File: src/rtl/decoder_pkg.sv
// Shared encodings for the miniGPU instruction decoder: opcodes, core states,
// ALU op selects, write-back mux selects and the bundled control word.
package decoder_pkg;

  typedef enum logic [3:0] {
    OP_NOP   = 4'b0000,
    OP_BRNZP = 4'b0001,
    OP_CMP   = 4'b0010,
    OP_ADD   = 4'b0011,
    OP_SUB   = 4'b0100,
    OP_MUL   = 4'b0101,
    OP_DIV   = 4'b0110,
    OP_LDR   = 4'b0111,
    OP_STR   = 4'b1000,
    OP_CONST = 4'b1001,
    OP_RET   = 4'b1111
  } opcode_e;

  typedef enum logic [2:0] {
    CORE_IDLE    = 3'b000,
    CORE_FETCH   = 3'b001,
    CORE_DECODE  = 3'b010,
    CORE_REQUEST = 3'b011,
    CORE_WAIT    = 3'b100,
    CORE_EXECUTE = 3'b101,
    CORE_UPDATE  = 3'b110,
    CORE_DONE    = 3'b111
  } core_state_e;

  localparam logic [1:0] ALU_ADD = 2'b00;
  localparam logic [1:0] ALU_SUB = 2'b01;
  localparam logic [1:0] ALU_MUL = 2'b10;
  localparam logic [1:0] ALU_DIV = 2'b11;

  localparam logic [1:0] RIM_ARITH = 2'b00;
  localparam logic [1:0] RIM_MEM   = 2'b01;
  localparam logic [1:0] RIM_CONST = 2'b10;

  typedef struct packed {
    logic       reg_write_enable;
    logic       mem_read_enable;
    logic       mem_write_enable;
    logic       nzp_write_enable;
    logic       decoded_ret;
    logic [1:0] alu_control;
    logic [1:0] reg_input_mux;
    logic       alu_output_mux;
    logic       next_pc_mux;
  } ctrl_t;

endpackage

File: src/rtl/decoder.sv
// Per-core instruction decoder: latches operand fields and control strobes
// from the fetched instruction whenever the core scheduler is in DECODE.
module decoder
  import decoder_pkg::*;
#(
  parameter int          INSTR_W      = 16,
  parameter int          REG_ADDR_W   = 4,
  parameter logic [2:0]  DECODE_STATE = CORE_DECODE
) (
  input  logic                  clk,
  input  logic                  reset,
  input  logic [2:0]            core_state,
  input  logic [INSTR_W-1:0]    instruction,
  output logic [REG_ADDR_W-1:0] rd_addr,
  output logic [REG_ADDR_W-1:0] rs_addr,
  output logic [REG_ADDR_W-1:0] rt_addr,
  output logic [7:0]            imm8,
  output logic [2:0]            decoded_nzp,
  output logic                  reg_write_enable,
  output logic                  mem_read_enable,
  output logic                  mem_write_enable,
  output logic                  nzp_write_enable,
  output logic                  decoded_ret,
  output logic [1:0]            alu_control,
  output logic [1:0]            reg_input_mux,
  output logic                  alu_output_mux,
  output logic                  next_pc_mux
);

  logic [3:0]            opcode;
  ctrl_t                 ctrl_d, ctrl_q;
  logic [REG_ADDR_W-1:0] rd_q, rs_q, rt_q;
  logic [7:0]            imm8_q;
  logic [2:0]            nzp_q;
  logic                  decode_en;

  assign opcode    = instruction[15:12];
  assign decode_en = (core_state == DECODE_STATE);

  // Undefined opcodes (1010..1110) fall through to the all-zero default.
  always_comb begin
    ctrl_d = '0;
    case (opcode)
      OP_BRNZP: ctrl_d.next_pc_mux = 1'b1;
      OP_CMP: begin
        ctrl_d.alu_output_mux   = 1'b1;
        ctrl_d.nzp_write_enable = 1'b1;
      end
      OP_ADD: begin
        ctrl_d.reg_write_enable = 1'b1;
        ctrl_d.reg_input_mux    = RIM_ARITH;
        ctrl_d.alu_control      = ALU_ADD;
      end
      OP_SUB: begin
        ctrl_d.reg_write_enable = 1'b1;
        ctrl_d.reg_input_mux    = RIM_ARITH;
        ctrl_d.alu_control      = ALU_SUB;
      end
      OP_MUL: begin
        ctrl_d.reg_write_enable = 1'b1;
        ctrl_d.reg_input_mux    = RIM_ARITH;
        ctrl_d.alu_control      = ALU_MUL;
      end
      OP_DIV: begin
        ctrl_d.reg_write_enable = 1'b1;
        ctrl_d.reg_input_mux    = RIM_ARITH;
        ctrl_d.alu_control      = ALU_DIV;
      end
      OP_LDR: begin
        ctrl_d.reg_write_enable = 1'b1;
        ctrl_d.reg_input_mux    = RIM_MEM;
        ctrl_d.mem_read_enable  = 1'b1;
      end
      OP_STR: ctrl_d.mem_write_enable = 1'b1;
      OP_CONST: begin
        ctrl_d.reg_write_enable = 1'b1;
        ctrl_d.reg_input_mux    = RIM_CONST;
      end
      OP_RET: ctrl_d.decoded_ret = 1'b1;
      default: ctrl_d = '0;
    endcase
  end

  always_ff @(posedge clk or negedge reset) begin
    if (!reset) begin
      ctrl_q <= '0;
      rd_q   <= '0;
      rs_q   <= '0;
      rt_q   <= '0;
      imm8_q <= '0;
      nzp_q  <= '0;
    end else if (decode_en) begin
      ctrl_q <= ctrl_d;
      rd_q   <= instruction[11:8];
      rs_q   <= instruction[7:4];
      rt_q   <= instruction[3:0];
      imm8_q <= instruction[7:0];
      nzp_q  <= instruction[11:9];
    end
  end

  assign rd_addr          = rd_q;
  assign rs_addr          = rs_q;
  assign rt_addr          = rt_q;
  assign imm8             = imm8_q;
  assign decoded_nzp      = nzp_q;
  assign reg_write_enable = ctrl_q.reg_write_enable;
  assign mem_read_enable  = ctrl_q.mem_read_enable;
  assign mem_write_enable = ctrl_q.mem_write_enable;
  assign nzp_write_enable = ctrl_q.nzp_write_enable;
  assign decoded_ret      = ctrl_q.decoded_ret;
  assign alu_control      = ctrl_q.alu_control;
  assign reg_input_mux    = ctrl_q.reg_input_mux;
  assign alu_output_mux   = ctrl_q.alu_output_mux;
  assign next_pc_mux      = ctrl_q.next_pc_mux;

endmodule

File: config.mk
export PLATFORM = sky130hd
export DESIGN_NAME = decoder
export DESIGN_NICKNAME = d
export VERILOG_FILES = /design/src/rtl/decoder_pkg.sv /design/src/rtl/decoder.sv
export SDC_FILE = /design/constraint.sdc
export NUM_CORES = 1
export LEC_CHECK = 0
export BUFFER_PORTS_ARGS = -buffer_cell sky130_fd_sc_hd__buf_2
export CORE_MARGIN = 2
export CORE_UTILIZATION = 46
export CTS_CLUSTER_SIZE = 14
export DETAILED_ROUTE_END_ITERATION = 12
export GPL_TIMING_DRIVEN = 0
export PLACE_DENSITY_LB_ADDON = 0.25
export SYNTH_ARGS = -nofsm -noshare
export SYNTH_HDL_FRONTEND = slang
export SYNTH_SLANG_ARGS = --single-unit
File: constraint.sdc
create_clock -name clk -period 1.5 [get_ports clk]
set_input_delay 0.075 -clock clk [delete_from_list [all_inputs] [get_ports clk]]
set_output_delay 0.075 -clock clk [all_outputs]
set_load 0.1 [all_outputs]
; ---- After elaboration in Yosys (flattened, before gate mapping)
; Cells that the tools add are included.
[classes]
n_eq_ne = 11
div = 0
multipliers = 0
shift = 0
reduce_logical = 1
bitwise = 0
n_addsub = 0
n_lt_le_gt_ge = 0
mux = 8
[op_table]
columns = cell, n
row1 = "== test 4 x 3 -> 1 bit, second input constant", 4
row2 = "== test 4 bit, second input constant", 3
row3 = "== test 4 x 2 -> 1 bit, second input constant", 2
row4 = 2-to-1 mux 1 bit, 6
row5 = one-hot mux 2 bit (3 select lines), 1
row6 = OR reduction 6 bit, 1
row7 = "== test 4 x 1 -> 1 bit, second input constant", 1
row8 = one-hot mux 2 bit (2 select lines), 1
row9 = "== test 3 x 2 -> 1 bit, second input constant", 1
[word_totals]
in_bits = 21
rom_bits = 0
elab_cells = 33
latch_bits = 0
regBits = 33
ramBits = 0
output_inout_bits = 34
n_memories = 0

; ---- Longest topological paths before layout
; Gate-level depths: netlist of the first run.
[logic_depth]
word_depth = 3
depth_mapped = 5
ltp_nobuf = 3

; ---- Worst setup path after synthesis of the first run
; Ideal clock, no wire load.
[synth_timing]
kind = reg-to-output
start = register, netlist name alu_output_mux
end = output port nzp_write_enable
arrival_ns = 1.340
required_time_ns = 1.425
path_buffers = 1
stages_incl_launch_ff = 2
setup_slack_ns = 0.085
cell_sequence = dfrtp_1 -> buf_4
[synth_lines]
columns = item, line
row1 = end: declaration, decoder.sv:22  ; output logic nzp_write_enable,

; ---- Worst setup path after layout of the first run
[layout_timing]
start = register rd_q[1] (netlist: rd_addr[1])
end = output port rd_addr[1]
[layout_lines]
columns = item, line
row1 = start: declaration, decoder.sv:32  ; logic [REG_ADDR_W-1:0] rd_q, rs_q, rt_q;
row2 = start signal: assignment, decoder.sv:94  ; rd_q <= instruction[11:8];
row3 = end: declaration, decoder.sv:14  ; output logic [REG_ADDR_W-1:0] rd_addr,
; No word-level cell between the ends.

==> key figures, run 1 <==
Run status
  • Status: completed

Worst setup path
  • Critical path class: reg -> out
  • Worst Path Required: 1.42 ns
  • Crit-path slowest cell: buf_2
  • CP Launch Type: flip-flop
  • Crit path cell chain: buf_4 > buf_2
  • Crit path max fanout: 3
  • Crit-path max cell delay: 0.41 ns
  • Critical path arrival: 1.20 ns
  • Crit. End Element: primary output

Floorplanning
  • Core area: 0.001982 sq mm
  • Die Height: 50.21 um
  • Starting Density: 49.56%
  • Boundary Pins: 55
  • Die ar.: 0.002521 sq mm
  • Row Count: 16
  • DIE WIDTH: 50.21 um

Place
  • HPWL after detailed placement: 1668 um
  • Post-Place Cells: 190
  • GPL Wtd Cong: 0.7838
  • I/O Buffers: 54
  • Setup WS pre-CTS: 0.3127 ns

Power
  • Leakage power: 0.8470 nW
  • Sequential fraction of design power: 30.9%
  • Max rail drop VDD: 805.5 uV
  • Clk pwr share: 11.8%
  • Switch Pwr: 1.251 mW
  • Sw Ratio: 56.57%
  • Pwr dens: 1532 mW/mm^2
  • Logic pwr share: 57.4%
  • Internal: 0.9601 mW

Synthesis
  • Netlist cell types: 19
  • Seq/Total Area, Yosys: 53.50%
  • Flops & latches, synth: 21
  • Synth warn: 0
  • Mapped Cells: 109
  • Mean post-synth cell area: 9.011 sq um
  • Synthesized Nets: 130
  • Cell area after synthesis: 982.2 sq um

Route
  • Via count: 956
  • First DRT Iteration DRCs: 10
  • TritonRoute pass-1 iters: 3
  • Via density: 4.618
  • Post-DR wirelength/cell: 11.20 um
  • DRC: 0
  • Drt total wl: 2319 um
  • ANT nets after route: 0

Cells and area
  • Final #Nets: 202
  • Commonest cells after routing, fill and taps aside: buf_2, nand2_1, dfrtp_1, buf_4, dlygate4sd3_1
  • Finished Layout Cells: 207
  • Ant diodes: 0
  • Fill cells: 159
  • Layout cells sized above 1: 41.67%
  • Most common cell after layout, fill and taps aside: buf_2
  • P&R area growth vs syn: 46.88%

Timing
  • Max_slew headroom: 60.57%
  • Endpoints failing setup: 0
  • Worst-margin pin slew: 0.5889 ns
  • Post-layout min period: 1.275 ns
  • Unrepaired setup endpoints after global routing: false
  • Final Hold Viols: 0
  • Fmax: 0.7842 GHz
  • Post-Route Setup TNS: 0 ns
  • Final Cycle Share: 85.01%
  • PnR worst setup slack: 0.2248 ns
  • Slew Viols, Final: 0
  • Worst Clk Skew: 0 ns

GRT
  • Gr usage total: 19.72%
  • Largest net degree at the start of global routing: 22
  • Vias in the first global route: 904
  • Initial antenna violation count: 0
  • First-pass GRT wire length: 3684 um
  • Total congestion overflow: 0

Clock network
  • CTS max path bufs: 2
  • Cts bufs inserted: 3
  • Worst-skew pair later-pin latency: 0.29 ns
  • Setup bufs post-CTS: 0
  • Htree depth: 1
  • Sink Count: 21
  • Root Driver: clkbuf_4
  • Clock edge transition at the registers on the reported setup and hold paths: 0.11 ns
  • # resized after CTS: 0
  • # hold bufs at CTS: 13
  • CTS tree: yes

Min path
  • Worst Hold Class: in -> reg

Flow run
  • Max Cap Viol: 0
path summary, 6_finish.rpt:
| kind | depth (start not counted) | to | from | slack [ns] |
|---|---|---|---|---|
| setup / recovery | 2 | rd_addr[1] | rd_addr[1]$_DFFE_PN0N_ | 0.22 |
| max in group asynchronous | 2 | rs_addr[0]$_DFFE_PN0N_ | reset | 0.93 |
| min in group asynchronous | 2 | alu_control[0]$_DFFE_PN0N_ | reset | 0.26 |
| hold / removal | 3 | alu_control[0]$_DFFE_PN0N_ | instruction[14] | 0.05 |
| hold reg to reg | 2 | alu_control[0]$_DFFE_PN0N_ | alu_control[0]$_DFFE_PN0N_ | 0.47 |
| setup reg to reg | 2 | reg_write_enable$_DFFE_PN0N_ | reg_write_enable$_DFFE_PN0N_ | 0.81 |
critical path: cells and delay by family, from the launching register on:
family	cells	cell delay (ns)
DFF	1	0.39
buffers and inverters	2	0.52
cell families (layout without fill, tap and decap cells):
family | count (synthesis) | after routing | synth area share, %
buffers and inverters | 17 | 88 | 13.76
AOI/OAI and AO/OA | 5 | 5 | 3.567
and+or+nand+nor | 65 | 65 | 28.28
DFF | 21 | 21 | 53.50
xor gates and xnor gates | 1 | 1 | 0.8919
synthesized netlist by cell type:
library cell  count  share of area (%)
xnor2_1           1               0.89
nand4b_1          1               0.89
nand4_1           1               0.64
buf_4            14                 11
nor3b_2           1                1.3
nand2b_1          1               0.64
o31ai_1           2                1.5
nand2_1          50                 19
dfrtp_1          21                 54
buf_2             1               0.51
buf_6             1                1.1
nor2_1            4                1.5
o21ai_0           1               0.51
a2bb2oi_1         1               0.89
or3b_1            1               0.89
clkbuf_8          1                1.4
nand3_1           4                2.0
a31oi_1           1               0.64
nor2b_1           2                1.3
sequential cells by signal, indices dropped and copies added, names as in the netlist:
register	count
decoded_ret	1
next_pc_mux	1
imm8	1
rs_addr	4
reg_input_mux	2
alu_control	2
alu_output_mux	1
mem_write_enable	1
rt_addr	3
reg_write_enable	1
rd_addr	4
metrics by stage:
stage	power, mW	hold slack [ns]	utilization [%]	cell area [sq um]
final	2.211	0.04760	72.79	1443
after global routing	2.302	0.07644	72.79	1443
after CTS	2.218	0.04910	72.79	1443
after detailed placement	1.938	0.05050	64.90	1286
after global placement	1.921	0.04452	64.90	1286
after floorplan	1.748	-0.2206	-	982.2
metal layers:
layer	part of all wire [%]	track usage [%]	wire length [um]
met1	38	18.93	875
met2	56	40.35	1292
met3	4.3	1.786	100
met4	2.2	9.722	51
met5	0	0	0
cell type report:
class | count | area (sq um) | area share (%)
sequential | 21 | 525.5 | 36.43
timing repair buffer | 67 | 400.4 | 27.75
multi-input combinational | 71 | 321.6 | 22.29
buffer | 17 | 135.1 | 9.367
tap | 27 | 33.78 | 2.342
clock buffer | 4 | 26.28 | 1.821
power groups by stage:
stage | Combinational (mW) | Sequential [mW] | Clock [mW]
floorplan | 0.540 | 1.21 | 0
CTS | 1.27 | 0.682 | 0.266
finish | 1.27 | 0.682 | 0.260
global route | 1.31 | 0.694 | 0.302
global placement | 1.23 | 0.688 | 0
detailed placement | 1.24 | 0.694 | 0
Power figures use the tool's default switching activity.
==> run 2, diff against run 1 <==
--- a/config.mk
+++ b/config.mk
@@ -5,6 +5,7 @@
 export SDC_FILE = /design/constraint.sdc
 export NUM_CORES = 1
 export LEC_CHECK = 0
+export ABC_AREA = 1
 export BUFFER_PORTS_ARGS = -buffer_cell sky130_fd_sc_hd__buf_2
 export CORE_MARGIN = 2
 export CORE_UTILIZATION = 46
==> key figures, run 2 <==
Clock network
  • Cts bufs inserted: 3 (unchanged)
  • Htree depth: 1 (unchanged)
  • # resized after CTS: 0 (unchanged)
  • Sink Count: 21 (unchanged)
  • CTS max path bufs: 2 (unchanged)
  • Root Driver: clkbuf_4 (unchanged)
  • CTS tree: yes (unchanged)
  • Setup bufs post-CTS: 0 (unchanged)
  • Worst-skew pair later-pin latency: 0.31 ns (was 0.29 ns)
  • Clock edge transition at the registers on the reported setup and hold paths: 0.12 ns (was 0.11 ns)

Timing
  • Slew Viols, Final: 0 (unchanged)
  • Max_slew headroom: 67.17% (was 60.57%)
  • Post-Route Setup TNS: 0 ns (unchanged)
  • Fmax: 0.7644 GHz (was 0.7842 GHz)
  • WHS: 0.01946 ns (was 0.04760 ns)
  • Worst Clk Skew: 0 ns (unchanged)
  • Final Cycle Share: 87.21% (was 85.01%)
  • Worst-margin pin slew: 0.4959 ns (was 0.5889 ns)
  • Post-layout min period: 1.308 ns (was 1.275 ns)
  • Unrepaired setup endpoints after global routing: false (unchanged)
  • Endpoints failing setup: 0 (unchanged)
  • Final Hold Viols: 0 (unchanged)

Route
  • Drt total wl: 2373 um (was 2319 um)
  • First DRT Iteration DRCs: 14 (was 10)
  • DRC: 0 (unchanged)
  • ANT nets after route: 0 (unchanged)
  • Via count: 973 (was 956)
  • Via density: 4.463 (was 4.618)
  • TritonRoute pass-1 iters: 4 (was 3)
  • Post-DR wirelength/cell: 10.89 um (was 11.20 um)

Synthesis
  • Top_reg_cell synth: dfrtp_1 (unchanged)
  • Synth warn: 0 (unchanged)
  • Synthesized Nets: 141 (was 130)
  • Synth area leader: dfrtp_1 (unchanged)
  • Seq/Total Area, Yosys: 52.24% (was 53.50%)
  • Synth async-reset ratio: 100.0% (unchanged)
  • Mean post-synth cell area: 8.383 sq um (was 9.011 sq um)
  • Cell area after synthesis: 0.001006 sq mm (was 982.2 sq um)
  • Number of synthesized flops with an enable pin: 0 (unchanged)
  • Flops & latches, synth: 21 (unchanged)
  • Mapped Cells: 120 (was 109)
  • Synth cell count leaders: nand2_1, dfrtp_1, buf_4 (unchanged)
  • Synth top area share: 52.24% (was 53.50%)
  • Netlist cell types: 13 (was 19)
  • Count leader, synth: nand2_1 (unchanged)
  • Synth top area cells: dfrtp_1, nand2_1, buf_4 (unchanged)

Place
  • Placed inst area: 0.001310 sq mm (was 0.001286 sq mm)
  • HPWL after detailed placement: 1711 um (was 1668 um)
  • Post-Place Cells: 201 (was 190)
  • GPL Wtd Cong: 0.7450 (was 0.7838)
  • I/O Buffers: 54 (unchanged)

Power
  • Internal: 0.9570 mW (was 0.9601 mW)
  • Pwr dens: 1518 mW/mm^2 (was 1532 mW/mm^2)
  • Clk pwr share: 12.3% (was 11.8%)
  • Max rail drop VDD: 954.7 uV (was 805.5 uV)
  • Sw Ratio: 57.04% (was 56.57%)
  • Switch Pwr: 1.271 mW (was 1.251 mW)
  • Logic pwr share: 57.1% (was 57.4%)
  • Leakage power: 0.8865 nW (was 0.8470 nW)
  • Sequential fraction of design power: 30.6% (was 30.9%)

GRT
  • Largest net degree at the start of global routing: 22 (unchanged)
  • Total congestion overflow: 0 (unchanged)
  • Initial antenna violation count: 0 (unchanged)
  • Vias in the first global route: 925 (was 904)
  • First-pass GRT wire length: 3864 um (was 3684 um)
  • Gr usage total: 20.23% (was 19.72%)

Worst setup path
  • Crit. End Element: primary output (unchanged)
  • RR Startpoint: reg_write_enable$_DFFE_PN0N_ (unchanged)
  • Critical path class: reg -> out (unchanged)
  • R2R setup slack: 0.83 ns (was 0.81 ns)
  • CP Launch Type: flip-flop (unchanged)
  • Worst Path Required: 1.42 ns (about the same)
  • Crit path to: rt_addr[2] (was rd_addr[1])
  • Worst R2R End: reg_write_enable$_DFFE_PN0N_ (unchanged)
  • Critical Path Start: rt_addr[2]$_DFFE_PN0N_ (was rd_addr[1]$_DFFE_PN0N_)
  • Crit path max fanout: 3 (unchanged)
  • Cell count of the worst reg-to-reg path: 4 (was 2)
  • Critical path arrival: 1.23 ns (was 1.20 ns)

Cells and area
  • Commonest cells after routing, fill and taps aside: nand2_1, buf_2, dfrtp_1, buf_4, dlygate4sd3_1 (was buf_2, nand2_1, dfrtp_1, buf_4, dlygate4sd3_1)
  • P&R area growth vs syn: 45.90% (was 46.88%)
  • Design Area, Final: 0.001468 sq mm (was 0.001443 sq mm)
  • Core Util, Final: 72.59% (was 72.79%)
  • Ant diodes: 0 (unchanged)
  • Final #Nets: 213 (was 202)
  • Layout cells sized above 1: 41.36% (was 41.67%)
  • Finished Layout Cells: 218 (was 207)
  • Most common cell after layout, fill and taps aside: nand2_1 (was buf_2)

Floorplanning
  • Die Height: 50.77 um (was 50.21 um)
  • Starting Density: 49.75% (was 49.56%)
  • Row Count: 16 (unchanged)
  • DIE WIDTH: 50.77 um (was 50.21 um)
  • Core area: 0.002022 sq mm (was 0.001982 sq mm)
  • Die ar.: 0.002577 sq mm (was 0.002521 sq mm)
  • Boundary Pins: 55 (unchanged)

Run status
  • Status: completed (unchanged)

Min path
  • Worst Hold Class: in -> reg (unchanged)

Flow run
  • Max Cap Viol: 0 (unchanged)
[run 2: changes by cell type after synthesis, sizes merged, moves of 2 or more]
cell / delta
inv: +9
nand2: +7
nand3: +2
nor2b: -2
o21ai: +5
o31ai: -2
[run 2: stage by stage]
step	setup slack, ns	power, mW
floorplan	0.08506	1.752
CTS	0.1807	2.239
detailed placement	0.5444	1.941
finish	0.1918	2.228
global route	0.1386	2.311
global placement	0.5639	1.926
[run 2: worst min path at each step]
stage | cells after the start | startpoint | end
after global routing | 3 | instruction[15] | decoded_ret$_DFFE_PN0N_
after global placement | 1 | reset | rs_addr[0]$_DFFE_PN0N_
after CTS | 3 | instruction[15] | decoded_ret$_DFFE_PN0N_
final | 3 | instruction[15] | decoded_ret$_DFFE_PN0N_
after detailed placement | 1 | reset | rs_addr[0]$_DFFE_PN0N_
after floorplan | 0 | reset | alu_control[0]$_DFFE_PN0N_
[run 2: worst max-delay path, stage by stage, from the launching register on]
cell and delay [ns]:
dfrtp_1 0.39, buf_4 0.12, buf_2 0.41
[run 2: layout make-up]
cell class,count,area (sq um)
fill,162,554.3
multi-input combinational,74,315.3
timing repair buffer,67,400.4
clock inverter,1,5.005
clock buffer,3,22.52
tap,27,33.78
buffer,16,131.4
inverter,9,33.78
sequential,21,525.5
[run 2: repair_timing]
action | CTS | global route
hold endpoints to repair | 33 | 0
setup endpoints to repair | 0 | 0
hold buffers | 13 | 0
[run 2: logic make-up (layout without fill, tap and decap cells)]
logic type,after synthesis,after routing,share of synthesized area [%]
AND/OR/NAND/NOR,68,68,28.36
buffers and inverters,25,96,16.42
flip-flops,21,21,52.24
AO/OA/AOI/OAI,6,6,2.985
[run 2: per-layer routing]
metal	wire length (um)	part of all wire, %	vias to the layer above	track usage, %
met5	0	0	-	0
met4	61	2.6	0	12.16
met3	100	4.2	7	2.083
met2	1252	53	34	37.50
met1	959	40	440	21.88
li1	-	-	492	-
[run 2: power by group through the flow]
stage                     logic (mW)  registers [mW]  clock network (mW)
after floorplan                0.548            1.20                   0
after global placement          1.24           0.688                   0
after detailed placement        1.25           0.692                   0
after CTS                       1.28           0.681               0.283
after global routing            1.32           0.693               0.302
final                           1.27           0.681               0.274
